===== src/rtl/ysyx_23060278_decode_stage.sv =====
// Registered RV32/RV64 instruction-decode stage with a valid/ready output register and one-entry skid buffer.
// Optional illegal-instruction checking is enabled by defining YSYX_23060278_DEC_ILLEGAL_EN.
module ysyx_23060278_decode_stage #(
    parameter int unsigned XLEN = 32
) (
    input  logic            clk,
    input  logic            rst_n,
    input  logic            flush,
    input  logic            in_valid,
    output logic            in_ready,
    input  logic [31:0]     in_inst,
    input  logic [XLEN-1:0] in_pc,
    output logic            out_valid,
    input  logic            out_ready,
    output logic [XLEN-1:0] out_pc,
    output logic [6:0]      out_opcode,
    output logic [2:0]      out_func3,
    output logic [6:0]      out_func7,
    output logic [4:0]      out_rs1,
    output logic [4:0]      out_rs2,
    output logic [4:0]      out_rd,
    output logic [XLEN-1:0] out_imm,
    output logic [5:0]      out_imm_type,
    output logic            out_word,
    output logic            out_illegal
);

    generate
        if (XLEN != 32 && XLEN != 64) begin : g_bad_xlen
            $error("ysyx_23060278_decode_stage: XLEN must be 32 or 64");
        end
    endgenerate

    localparam bit IS64 = (XLEN == 64);

    // One-hot immediate format tags, ordered {R,I,S,B,U,J}
    localparam logic [5:0] FMT_R = 6'b100000;
    localparam logic [5:0] FMT_I = 6'b010000;
    localparam logic [5:0] FMT_S = 6'b001000;
    localparam logic [5:0] FMT_B = 6'b000100;
    localparam logic [5:0] FMT_U = 6'b000010;
    localparam logic [5:0] FMT_J = 6'b000001;

    localparam logic [6:0] OP_LOAD   = 7'b0000011;
    localparam logic [6:0] OP_IMM    = 7'b0010011;
    localparam logic [6:0] OP_AUIPC  = 7'b0010111;
    localparam logic [6:0] OP_IMM32  = 7'b0011011;
    localparam logic [6:0] OP_STORE  = 7'b0100011;
    localparam logic [6:0] OP_REG    = 7'b0110011;
    localparam logic [6:0] OP_LUI    = 7'b0110111;
    localparam logic [6:0] OP_REG32  = 7'b0111011;
    localparam logic [6:0] OP_BRANCH = 7'b1100011;
    localparam logic [6:0] OP_JALR   = 7'b1100111;
    localparam logic [6:0] OP_JAL    = 7'b1101111;
    localparam logic [6:0] OP_SYSTEM = 7'b1110011;

    typedef struct packed {
        logic [XLEN-1:0] pc;
        logic [6:0]      opcode;
        logic [2:0]      func3;
        logic [6:0]      func7;
        logic [4:0]      rs1;
        logic [4:0]      rs2;
        logic [4:0]      rd;
        logic [XLEN-1:0] imm;
        logic [5:0]      imm_type;
        logic            word;
        logic            illegal;
    } dec_t;

    logic [6:0]  opcode;
    logic [2:0]  func3;
    logic [5:0]  fmt;
    logic        is_word;
    logic [63:0] imm64;
    logic        ill;
    dec_t        dec;

    assign opcode = in_inst[6:0];
    assign func3  = in_inst[14:12];

    // Format classification; RV64 word ops only exist when XLEN is 64
    always_comb begin
        fmt     = 6'b0;
        is_word = 1'b0;
        case (opcode)
            OP_JALR, OP_LOAD, OP_IMM, OP_SYSTEM: fmt = FMT_I;
            OP_IMM32: begin
                fmt     = IS64 ? FMT_I : 6'b0;
                is_word = IS64;
            end
            OP_LUI, OP_AUIPC: fmt = FMT_U;
            OP_BRANCH:        fmt = FMT_B;
            OP_JAL:           fmt = FMT_J;
            OP_STORE:         fmt = FMT_S;
            OP_REG:           fmt = FMT_R;
            OP_REG32: begin
                fmt     = IS64 ? FMT_R : 6'b0;
                is_word = IS64;
            end
            default: fmt = 6'b0;
        endcase
    end

    // Immediates are built at 64 bits and truncated to XLEN
    always_comb begin
        imm64 = 64'b0;
        case (fmt)
            FMT_I: imm64 = {{52{in_inst[31]}}, in_inst[31:20]};
            FMT_S: imm64 = {{52{in_inst[31]}}, in_inst[31:25], in_inst[11:7]};
            FMT_B: imm64 = {{51{in_inst[31]}}, in_inst[31], in_inst[7], in_inst[30:25],
                            in_inst[11:8], 1'b0};
            FMT_U: imm64 = {{32{in_inst[31]}}, in_inst[31:12], 12'b0};
            FMT_J: imm64 = {{43{in_inst[31]}}, in_inst[31], in_inst[19:12], in_inst[20],
                            in_inst[30:21], 1'b0};
            default: imm64 = 64'b0;
        endcase
    end

`ifdef YSYX_23060278_DEC_ILLEGAL_EN
    always_comb begin
        ill = (in_inst[1:0] != 2'b11) || (fmt == 6'b0);
        case (opcode)
            OP_BRANCH: if (func3 == 3'b010 || func3 == 3'b011) ill = 1'b1;
            OP_LOAD:   if (func3 == 3'b111 ||
                           (!IS64 && (func3 == 3'b011 || func3 == 3'b110))) ill = 1'b1;
            OP_STORE:  if (func3[2] || (!IS64 && func3 == 3'b011)) ill = 1'b1;
            OP_JALR:   if (func3 != 3'b000) ill = 1'b1;
            default:   ;
        endcase
    end
`else
    assign ill = 1'b0;
`endif

    always_comb begin
        dec          = '0;
        dec.pc       = in_pc;
        dec.opcode   = opcode;
        dec.func3    = func3;
        dec.func7    = in_inst[31:25];
        dec.rs1      = in_inst[19:15];
        dec.rs2      = in_inst[24:20];
        dec.rd       = in_inst[11:7];
        dec.imm      = imm64[XLEN-1:0];
        dec.imm_type = fmt;
        dec.word     = is_word;
        dec.illegal  = ill;
    end

    dec_t oreg_q, oreg_d, sreg_q, sreg_d;
    logic oreg_v_q, oreg_v_d, sreg_v_q, sreg_v_d;
    logic in_ready_q;
    logic in_fire, out_fire;

    assign in_fire  = in_valid && in_ready_q;
    assign out_fire = oreg_v_q && out_ready;

    // OREG refills from SREG first; in_ready is low whenever SREG holds an entry
    always_comb begin
        oreg_d   = oreg_q;
        sreg_d   = sreg_q;
        oreg_v_d = oreg_v_q;
        sreg_v_d = sreg_v_q;
        if (flush) begin
            oreg_v_d = 1'b0;
            sreg_v_d = 1'b0;
        end else if (!oreg_v_q || out_fire) begin
            if (sreg_v_q) begin
                oreg_d   = sreg_q;
                oreg_v_d = 1'b1;
                sreg_v_d = 1'b0;
            end else if (in_fire) begin
                oreg_d   = dec;
                oreg_v_d = 1'b1;
            end else begin
                oreg_v_d = 1'b0;
            end
        end else if (in_fire) begin
            sreg_d   = dec;
            sreg_v_d = 1'b1;
        end
    end

    always_ff @(posedge clk) begin
        if (!rst_n) begin
            oreg_q     <= '0;
            sreg_q     <= '0;
            oreg_v_q   <= 1'b0;
            sreg_v_q   <= 1'b0;
            in_ready_q <= 1'b0;
        end else begin
            oreg_q     <= oreg_d;
            sreg_q     <= sreg_d;
            oreg_v_q   <= oreg_v_d;
            sreg_v_q   <= sreg_v_d;
            in_ready_q <= !sreg_v_d;
        end
    end

    assign in_ready     = in_ready_q;
    assign out_valid    = oreg_v_q;
    assign out_pc       = oreg_q.pc;
    assign out_opcode   = oreg_q.opcode;
    assign out_func3    = oreg_q.func3;
    assign out_func7    = oreg_q.func7;
    assign out_rs1      = oreg_q.rs1;
    assign out_rs2      = oreg_q.rs2;
    assign out_rd       = oreg_q.rd;
    assign out_imm      = oreg_q.imm;
    assign out_imm_type = oreg_q.imm_type;
    assign out_word     = oreg_q.word;
    assign out_illegal  = oreg_q.illegal;

endmodule


===== config.mk =====
export PLATFORM = sky130hd
export DESIGN_NAME = ysyx_23060278_decode_stage
export DESIGN_NICKNAME = d
export VERILOG_FILES = /design/src/rtl/ysyx_23060278_decode_stage.sv
export SDC_FILE = /design/constraint.sdc
export NUM_CORES = 1
export LEC_CHECK = 0
export ABC_CLOCK_PERIOD_IN_PS = 4550
export BUFFER_PORTS_ARGS = -buffer_cell sky130_fd_sc_hd__buf_4
export CORE_MARGIN = 2
export CORE_UTILIZATION = 46
export CTS_CLUSTER_DIAMETER = 60
export CTS_CLUSTER_SIZE = 20
export DETAILED_ROUTE_END_ITERATION = 12
export HOLD_SLACK_MARGIN = 0.06
export PLACE_DENSITY = 0.65
export SETUP_SLACK_MARGIN = 0.02
export SLEW_MARGIN = 30
export SYNTH_ARGS = -nofsm -noshare
export SYNTH_HDL_FRONTEND = slang
export SYNTH_SLANG_ARGS = --single-unit

===== constraint.sdc =====
create_clock -name clk -period 4.55 [get_ports clk]
set_input_delay 0.2275 -clock clk [delete_from_list [all_inputs] [get_ports clk]]
set_output_delay 0.2275 -clock clk [all_outputs]
set_load 0.01 [all_outputs]

Word level (Yosys, flattened, before mapping) --
Index checks and enable logic that the tools add are counted.
Storage, ports and cells: bits in registers 209, input bits 69, output and inout bits 106, word-level logic and storage cells 61
Operators by class: equal/unequal tests 15, multiplexer cells 9, bitwise operators 3, reductions and logical operators 11
Operators with widths (number):
- $mux W104 | 2
- $pmux W32 S5 | 1
- $pmux W6 S6 | 1
- $eq A7 B7 Y1 const B | 4
- $eq A7 B6 Y1 const B | 3
- $eq A7 B5 Y1 const B | 2
- $eq A7 B2 Y1 const B | 1
- $eq A6 B1 Y1 const B | 1
- $eq A6 B2 Y1 const B | 1
- $eq A6 B3 Y1 const B | 1
- $eq A6 B4 Y1 const B | 1
- $eq A6 B5 Y1 const B | 1
- $reduce_and A3 Y1 | 2
- $mux W1 | 5
- $reduce_or A2 Y1 | 2
- $reduce_or A4 Y1 | 1
- $not A1 Y1 | 3
- $logic_and A1 B1 Y1 | 2
- $logic_not A1 Y1 | 2
- $reduce_bool A2 Y1 | 1
- $logic_or A1 B1 Y1 | 1

Longest topological paths before layout --
word-level depth 7, gate-level depth with buffers 7, depth with buffers taken out 4

Worst setup path after synthesis --
No wires, ideal clock.
kind register to register, start point reg in_ready_q, in the netlist in_ready, end point reg sreg_q[19] in the netlist's numbering, setup time 0.129 ns, arrival time 1.528 ns, required time 4.421 ns, path slack 2.894 ns, cell stages (with the launch flop) 7, clock period less this slack 1.656 ns, path through dfxtp_1 -> nand2_1 -> or3_1 -> buf_2 -> buf_2 -> a2111oi_0 -> nor2_1
On the way: word-level cells in the longest chain between the ends 2
Ends and longest elaborated chain:
- start: declaration | line 153 | logic in_ready_q;
- start signal: assignment | line 197 | in_ready_q <= !sreg_v_d;
- $logic_and A1 B1 Y1 | line 156 | assign in_fire = in_valid && in_ready_q;
- $reduce_and A3 Y1 (no line)
- end signal: assignment | line 194 | sreg_q <= sreg_d;
- end: declaration | line 151 | dec_t oreg_q, oreg_d, sreg_q, sreg_d;
Every way passes these cells. A chain may end at the register's enable or synchronous reset.

Worst setup path in the final report --
start point reg sreg_v_q, end point reg oreg_q (netlist bit out_pc[22])
On the way: word-level cells in the longest chain between the ends 2
Ends and longest elaborated chain:
- start: declaration | line 152 | logic oreg_v_q, oreg_v_d, sreg_v_q, sreg_v_d;
- start signal: assignment | line 196 | sreg_v_q <= sreg_v_d;
- $reduce_bool A2 Y1 (no line)
- $reduce_and A3 Y1 (no line)
- end signal: assignment | line 193 | oreg_q <= oreg_d;
- end: declaration | line 151
Several ways; a longest one is shown, not always the timed one.

==> metrics <==
status completed; Seq/Total Area, Yosys 0.479; Avg Vias per Cell 5.52; critical path peak fanout 40; reg2reg end out_pc[22]; GP Congestion 0.796; Initial Util 0.465; Pre-Repair DR Iteration Count 5; Mapped Area 8650 um^2; YS warnings 0; Hold WC Path Type input port to flop; CP startpoint sreg_v_q; fmax 353 MHz; Fillers 1641; core area 18600 um^2; worst skew pair latency 0.49 ns; Fin. Hold Viols 0; Sw Ratio 0.248; Num CTS Buffers 17; Worst-path clk slew 0.08 ns; total negative slack 0 ns; Area growth syn-to-layout 28.8%; multi-input logic area 4100 um^2; Non-Filler Instances 1407; library cells used by synthesis 53; kind of critical path flop to flop; crit path launch type flop; worst slew pin tran 0.891 ns; clock skew 0.0164 ns; final wirelength 24000 um; setup slack, reg-to-reg 1.72 ns; Synth Instances 992; CTS tree built; die area 19900 um^2; LEAKAGE 4.05 nW; Root Buffer clkbuf_16; total power 3.82 mW; sequential share of power 0.491; largest net degree at the start of global routing 80; clock sinks 207; Max-slew headroom 0.406; GRT Total Usage 0.232; RSZ-0062 raised after global routing false; worst vdd ir 235 uV; remaining antenna violation count after routing 0; post-CTS setup buffer count 0; DR DRC count 0; routed len/inst 17.0 um; worst reg2reg path depth 6; antenna violations before repair 0; CP Cell Sequence a21oi_1 > nor3_4 > buf_12 > buf_4 > nor2_1 > a211oi_1; CP Capture Type flop; # setup viols final 0; synthesized area per cell 8.72 um^2; maximum clock path buffer count 3; FP Rows 50; GR Overflow Total 0; Hold Crit Start in_inst[6]; first-pass GRT wire length 38100 um; count of pins over their slew limit 0; clock share of power 0.408; layout cells sized above 1 0.201; DIE WIDTH 141 um; port bufs 172; Layout Nets 1231; arrival time at the worst endpoint 3.22 ns; hpwl dp 14700 um; Die Y 141 um; Req. time, crit path 4.94 ns; EDFF count, synth 0; P_int 2.87 mW; Hold Path End sreg_q[71]; worst r2r src sreg_v_q; Sequential Area 4150 um^2; dpl cells 1316; via count 7762; fin crit period 2.83 ns; H-Tree Level Count 1; Hold Path Stages 3; combinational power share 0.101; Top FF cell, synth dfxtp_1; fin crit share 0.622; IO Count 175; Crit-path slowest cell dfxtp_4; Switch Pwr 0.947 mW; Crit path largest cell delay 0.78 ns; Maximum Capacitance Violations 0; Iter 0 DRT Violations 573; register bit total from synthesis 207; asr flop ratio synth 0; antenna fix cells 0; vias in the first global route 7157; P per Cell Area 343 nW/um^2
[stage by stage]
| step | instance area, um^2 | util | worst slack [ns] | hold slack [ns] |
|---|---|---|---|---|
| 4_1_cts | 11100 | 0.599 | 1.73 | 0.0602 |
| 2_1_floorplan | 8650 | - | 2.89 | 0.362 |
| 3_3_place_gp | 9940 | 0.535 | 1.84 | 0.440 |
| 6_report | 11100 | 0.599 | 1.72 | 0.0780 |
| 3_5_place_dp | 9940 | 0.535 | 1.76 | 0.445 |
| 5_1_grt | 11100 | 0.599 | 1.51 | 0.0764 |
[flip-flops by register name, indices dropped and copies added, names as in the netlist]
register / flops
out_opcode: 7
out_func7: 7
out_pc: 32
out_rs2: 5
out_rd: 5
out_func3: 3
in_ready: 1
out_valid: 1
out_imm_type: 6
out_imm: 32
out_rs1: 5
sreg_q: 102
sreg_v_q: 1
[cell type report]
class / instances / share of cell area
clock buffer: 19 / 0.0398
inverter: 4 / 0.00157
clock inverter: 11 / 0.0119
sequential: 207 / 0.372
multi-input combinational: 688 / 0.368
tap: 234 / 0.0263
timing repair buffer: 244 / 0.180
[how the worst max path moves through the flow]
stage,end,slack (ns)
floorplan,sreg_q[19],2.89
global placement,out_pc[26],1.84
detailed placement,out_func3[2],1.76
CTS,out_rs1[4],1.73
global route,out_pc[26],1.51
finish,out_pc[22],1.72
[worst max-delay path: cells and delay by family, from the launching register on]
kind	cells	cell delay, ns
DFF	1	0.78
buffers and inverters	2	0.61
AOI/OAI and AO/OA	2	0.49
and+or+nand+nor	2	0.82
[timing repair]
action | in CTS | in global routing
hold endpoints to repair | 89 | 0
hold buffers | 60 | 0
gates resized for setup | 0 | 0
[cells in the mapped netlist, types with 3 or more instances]
| library cell | instances | area share |
|---|---|---|
| clkbuf_1 | 60 | 0.026 |
| a221oi_2 | 8 | 0.014 |
| nor2_1 | 73 | 0.032 |
| nand2_1 | 179 | 0.078 |
| nand2b_1 | 12 | 0.0087 |
| and3_1 | 11 | 0.0080 |
| o21ai_0 | 49 | 0.028 |
| buf_4 | 3 | 0.0026 |
| nor3_1 | 5 | 0.0029 |
| and2_1 | 3 | 0.0022 |
| buf_2 | 28 | 0.016 |
| dfxtp_1 | 207 | 0.48 |
| a22oi_1 | 10 | 0.0087 |
| or3_1 | 3 | 0.0022 |
| inv_1 | 3 | 0.0013 |
| o211ai_1 | 5 | 0.0043 |
| a211oi_1 | 65 | 0.056 |
| a21oi_1 | 117 | 0.068 |
| nor4_1 | 3 | 0.0022 |
| nand4_1 | 7 | 0.0051 |
| o211a_1 | 3 | 0.0035 |
| nand3_1 | 8 | 0.0046 |
| mux2i_1 | 65 | 0.075 |
| a32o_1 | 15 | 0.017 |
| a221o_1 | 15 | 0.017 |
[logic make-up after synthesis]
kind of cell | count (synthesis) | synth area share
buffers and inverters | 98 | 0.0496
xor gates and xnor gates | 1 | 0.00101
DFF | 207 | 0.479
and+or+nand+nor | 321 | 0.162
muxes | 65 | 0.0752
other | 1 | 0.000434
AOI/OAI and AO/OA | 299 | 0.232
[layout by cell type (no fill, tap or decap), drive strengths merged, types with 2 or more instances in the layout]
master	count
o211a	3
a22oi	10
inv	10
dlygate4sd3	60
a221oi	8
nor2b	2
clkinv	2
nand2b	12
o211ai	6
o21a	2
mux2i	65
and3	11
nand4	7
and2	3
nand3	8
bufinv	2
o21ai	49
or3	3
a21oi	118
nand2	179
nor4	3
a2111oi	3
or4	2
or3b	2
nor2	74
nor3	7
buf	184
a32o	16
a211oi	65
dfxtp	207
conb	2
clkbuf	19
nand4b	2
and4	2
a221o	15
[per-layer routing]
layer / global-route usage / vias up / share of wire
li1: - / 3876 / -
met5: 0 / - / 0
met3: 0.0346 / 35 / 0.052
met1: 0.320 / 3628 / 0.46
met4: 0.0616 / 0 / 0.021
met2: 0.382 / 223 / 0.47
[power by group through the flow]
stage | Sequential [mW] | Combinational [mW] | Clock [mW]
floorplan | 1.93 | 0.160 | 0
global placement | 1.92 | 0.340 | 0
detailed placement | 1.92 | 0.342 | 0
CTS | 1.88 | 0.385 | 1.60
global route | 1.88 | 0.419 | 1.67
finish | 1.88 | 0.386 | 1.56
No activity file was read; power rests on OpenSTA's default activity.
